[src/rtl/id_branch_comparator.sv]
// ID-stage branch comparator: equality, signed/unsigned less-than and branch decision,
// with a stall-holding registered copy of the flags for the next pipeline stage.
module id_branch_comparator #(
  parameter int WIDTH = 19
) (
  input  logic             clk,
  input  logic             rst_n,
  input  logic [WIDTH-1:0] ID_rd1,
  input  logic [WIDTH-1:0] ID_rd2,
  input  logic [2:0]       br_op,
  input  logic             br_valid,
  input  logic             stall,
  output logic             zero,
  output logic             lt_s,
  output logic             lt_u,
  output logic             take,
  output logic [3:0]       flags_q,
  output logic             valid_q
);

  logic       zero_s;
  logic       lt_s_s;
  logic       lt_u_s;
  logic       cond_s;
  logic       take_s;
  logic [3:0] flags_r;
  logic       valid_r;

  // Operand compare: signed result reuses the unsigned compare unless the signs differ.
  always_comb begin
    zero_s = 1'b0;
    lt_u_s = 1'b0;
    lt_s_s = 1'b0;
    zero_s = (ID_rd1 == ID_rd2);
    lt_u_s = (ID_rd1 < ID_rd2);
    if (ID_rd1[WIDTH-1] != ID_rd2[WIDTH-1]) begin
      lt_s_s = ID_rd1[WIDTH-1];
    end else begin
      lt_s_s = lt_u_s;
    end
  end

  // Branch condition select and qualification with br_valid.
  always_comb begin
    cond_s = 1'b0;
    case (br_op)
      3'b000:  cond_s = zero_s;
      3'b001:  cond_s = ~zero_s;
      3'b010:  cond_s = lt_s_s;
      3'b011:  cond_s = ~lt_s_s;
      3'b100:  cond_s = lt_u_s;
      3'b101:  cond_s = ~lt_u_s;
      3'b110:  cond_s = 1'b1;
      3'b111:  cond_s = 1'b0;
      default: cond_s = 1'b0;
    endcase
    take_s = br_valid & cond_s;
  end

  // Pipeline register for flags and valid; stall holds, reset clears asynchronously.
  always_ff @(posedge clk or negedge rst_n) begin
    if (!rst_n) begin
      flags_r <= 4'b0000;
      valid_r <= 1'b0;
    end else if (!stall) begin
      flags_r <= {take_s, lt_u_s, lt_s_s, zero_s};
      valid_r <= br_valid;
    end else begin
      flags_r <= flags_r;
      valid_r <= valid_r;
    end
  end

  assign zero    = zero_s;
  assign lt_s    = lt_s_s;
  assign lt_u    = lt_u_s;
  assign take    = take_s;
  assign flags_q = flags_r;
  assign valid_q = valid_r;

endmodule

[config.mk]
export PLATFORM = sky130hd
export DESIGN_NAME = id_branch_comparator
export DESIGN_NICKNAME = d
export VERILOG_FILES = /design/src/rtl/id_branch_comparator.sv
export SDC_FILE = /design/constraint.sdc
export NUM_CORES = 1
export LEC_CHECK = 0
export BUFFER_PORTS_ARGS = -buffer_cell sky130_fd_sc_hd__buf_2
export CAP_MARGIN = 20
export CORE_AREA = 2 2 42 59
export DETAILED_ROUTE_END_ITERATION = 6
export DIE_AREA = 0 0 44 61
export PLACE_DENSITY = 0.74
export SLEW_MARGIN = 20
export SYNTH_ARGS = -nofsm -noshare
export SYNTH_HDL_FRONTEND = slang
export SYNTH_SLANG_ARGS = --single-unit
[constraint.sdc]
create_clock -name clk -period 3.7 [get_ports clk]
set_input_delay 0.185 -clock clk [delete_from_list [all_inputs] [get_ports clk]]
set_output_delay 0.185 -clock clk [all_outputs]
set_load 0.005 [all_outputs]
==> out/metrics.cfg <==
[timing]
max_slew_margin_pct=65.0
setup_viol=0
fin_skew_ps=0
fmax_mhz=383
fin_setup_tns_ps=0
slew_viol_final=0
hold_viol_final=0
worst_pin_slew_ps=520
post-route-period-util_pct=70.5
min_period_ps=2610
holdWs_ps=227
rsz0062_at_grt=no

[final_layout]
final_nets=226
drive_above_1_share_pct=38.5
final_common_cell=buf_2
antennaDiodeCount=0
multi_input_area_sq_um=602
fin_cells=183
fin_area_sq_um=1140
area_delta_synth_final_pct=39.2
mostFrequentLayoutCells=buf_2 (53), inv_1 (23), ha_1 (19), nand2_1 (9), a21oi_1 (7)
fillers=215
seq_area_sq_um=125

[clock_network]
ctsRootBufferMaster=clkbuf_4
cts.sinks=5
htree_levels=1
numCtsBuffers=3
cts_resized=0
clockBufferDepth=2
cts_hold_buf=1
cts_tree=yes
clkTransAtPathRegs_ps=40
clk_latency_ps=250
post_cts_buffers=0

[min_path]
hp-class=in -> reg
hold_start=br_valid

[detailed_routing]
wl_per_cell_um=10.9
initialDrtViolationCount=8
dr.pass1.iters=2
vias=917
ant_nets=0
drt_wl_total_um=2000
vias_per_cell=5.01
drc=0

[setup_path]
slowest_stage=or4_4
r2r-start=flags_q[2]$_DFFE_PN0N_
criticalPathCategory=in -> out
cp.required_ps=3510
max_stage_delay_ps=580
path_common_cell=buf_2
crit_fanout=5
regToRegSetupSlack_ps=2910
critPathLaunchType=input port
critPathLaunch=ID_rd1[18]
crit_chain=buf_2 -> ha_1 -> nand4_2 -> or4_4 -> a211oi_2 -> nor4b_1 -> mux2_2 -> xnor2_1 -> o22ai_1 -> buf_2
crit_arrival_ps=2420
end_kind=output pin

[place]
hpwl_um=1780
placed_area_sq_um=1110
portBuffers=53
place_congestion=0.798
placedCellCount=178

[yosys]
ys_seq_elements=5
seq_area_frac_synth_pct=15.2
synthCells=105
synthAdderAreaFrac_pct=29.0
synthMuxAreaShare_pct=5.34
synth_compound_area_share_pct=13.4
synthXorXnorAreaFrac_pct=2.13
yosysUniqueCellTypes=32
netlist_area_sq_um=821
yosys_warnings=0
synth_top_family_by_area=adder cells
syn-mean-instance-area_sq_um=7.82
yosys.area_share.simple_pct=23.5
synth_fp_nets=169

[flow_run]
maxCapViolCount=0

[power]
powerDensity_nw_per_um2=206
p_comb_share_pct=45.3
peakVddDrop_mv=0.182
power_frac_seq_pct=27.3
p_int_uw=158
p_leak_nw=0.691
p_switching_uw=78.0
swShare_pct=33.1
power.clock.fraction_pct=27.4

[floorplan]
rows=20
core_area_sq_um=2150
die_height_um=61
start_util_pct=38.1
die-area_sq_um=2680
ios=54
die_x_um=44

[global_route]
track_usage_pct=16.3
grt_overflow=0
busiest_layer=met2
use_met2_pct=33.2
grt_first_pass_wirelength_um=3300
grt_max_degree=10
grtUsageMet3_pct=2.98
antenna_found_initial=0
grt_pass1_vias=916
grt_util_met1_pct=15.0

[run_status]
outcome=completed

-- critical path: cells and delay by family --
family,cells,cell delay [ps]
AND/OR/NAND/NOR,3,820
AO/OA/AOI/OAI,2,400
adder cells (fa/ha/maj),1,320
multiplexers,1,320
buffers and inverters,2,250
XOR/XNOR,1,140
-- synth_stat cells --
cell      instances  share of area, %
nor2b_1           2               1.5
and3b_1           1               1.1
or4_4             2               2.7
inv_1            23                11
nand4_1           2               1.5
mux2i_1           1               1.2
nand3_1           3               1.8
nand2_1           9               4.1
nand2b_1          1              0.76
nand3b_1          1              0.91
buf_1             1              0.46
a211oi_2          1               1.5
mux2_2            2               2.7
nor4_1            1              0.76
dfrtp_1           5                15
nor3_1            4               2.4
mux2_1            1               1.4
or3_1             1              0.76
a2111o_1          1               1.4
o21ai_0           3               1.8
ha_1             19                29
o31ai_1           1              0.91
o22ai_1           1              0.76
a21o_1            2               1.8
o211ai_1          1              0.91
a21oi_1           7               4.3
nand4_2           1               1.5
xor2_1            1               1.1
nor4b_1           2               2.1
nor2_1            3               1.4
clkbuf_1          1              0.46
xnor2_1           1               1.1
-- state kept, by name, indices dropped and copies added, names as in the netlist --
name / count
valid_q: 1
flags_q: 4
-- routing by layer --
layer  routed length (um)  up-vias
li1                     -      475
met1                  775      401
met2                 1050       39
met3                  156        2
met4                   20        0
met5                    0        -
-- path summary, 6_finish.rpt --
path | to | depth (start not counted)
max | take | 10
min | valid_q$_DFFE_PN0N_ | 3
max reg2reg | flags_q[2]$_DFFE_PN0N_ | 1
min reg2reg | flags_q[0]$_DFFE_PN0N_ | 2
max in group asynchronous | flags_q[2]$_DFFE_PN0N_ | 2
min in group asynchronous | flags_q[3]$_DFFE_PN0N_ | 2
-- power by group through the flow --
stage / Combinational, mW / Clock [mW] / Sequential (mW)
2_1_floorplan: 0.0587 / 0 / 0.0655
3_3_place_gp: 0.102 / 0 / 0.0648
3_5_place_dp: 0.107 / 0 / 0.0651
4_1_cts: 0.108 / 0.0677 / 0.0644
5_1_grt: 0.122 / 0.0717 / 0.0649
6_report: 0.107 / 0.0644 / 0.0643
-- cell type report --
type | instances | share of cell area [%]
clock buffers | 4 | 2.30
well taps | 22 | 2.41
inverters | 23 | 7.56
repair buffers | 54 | 24.1
multi-input cells | 75 | 52.7
flip-flops and latches | 5 | 11.0
-- per-stage QoR --
| step | setup slack, ps | total power, mW | util [%] |
|---|---|---|---|
| 2_1_floorplan | 1450 | 0.124 | - |
| 6_report | 1090 | 0.236 | 53.1 |
| 5_1_grt | 990 | 0.258 | 53.1 |
| 4_1_cts | 1090 | 0.240 | 53.1 |
| 3_3_place_gp | 1150 | 0.167 | 51.4 |
| 3_5_place_dp | 1110 | 0.172 | 51.4 |
-- logic make-up after synthesis --
family                   Yosys count
flip-flops                         5
AND/OR/NAND/NOR                   33
multiplexers                       4
adder cells (fa/ha/maj)           19
buffers and inverters             25
XOR/XNOR                           2
AO/OA/AOI/OAI                     17
Note: power is estimated with default switching activity, not from simulation.
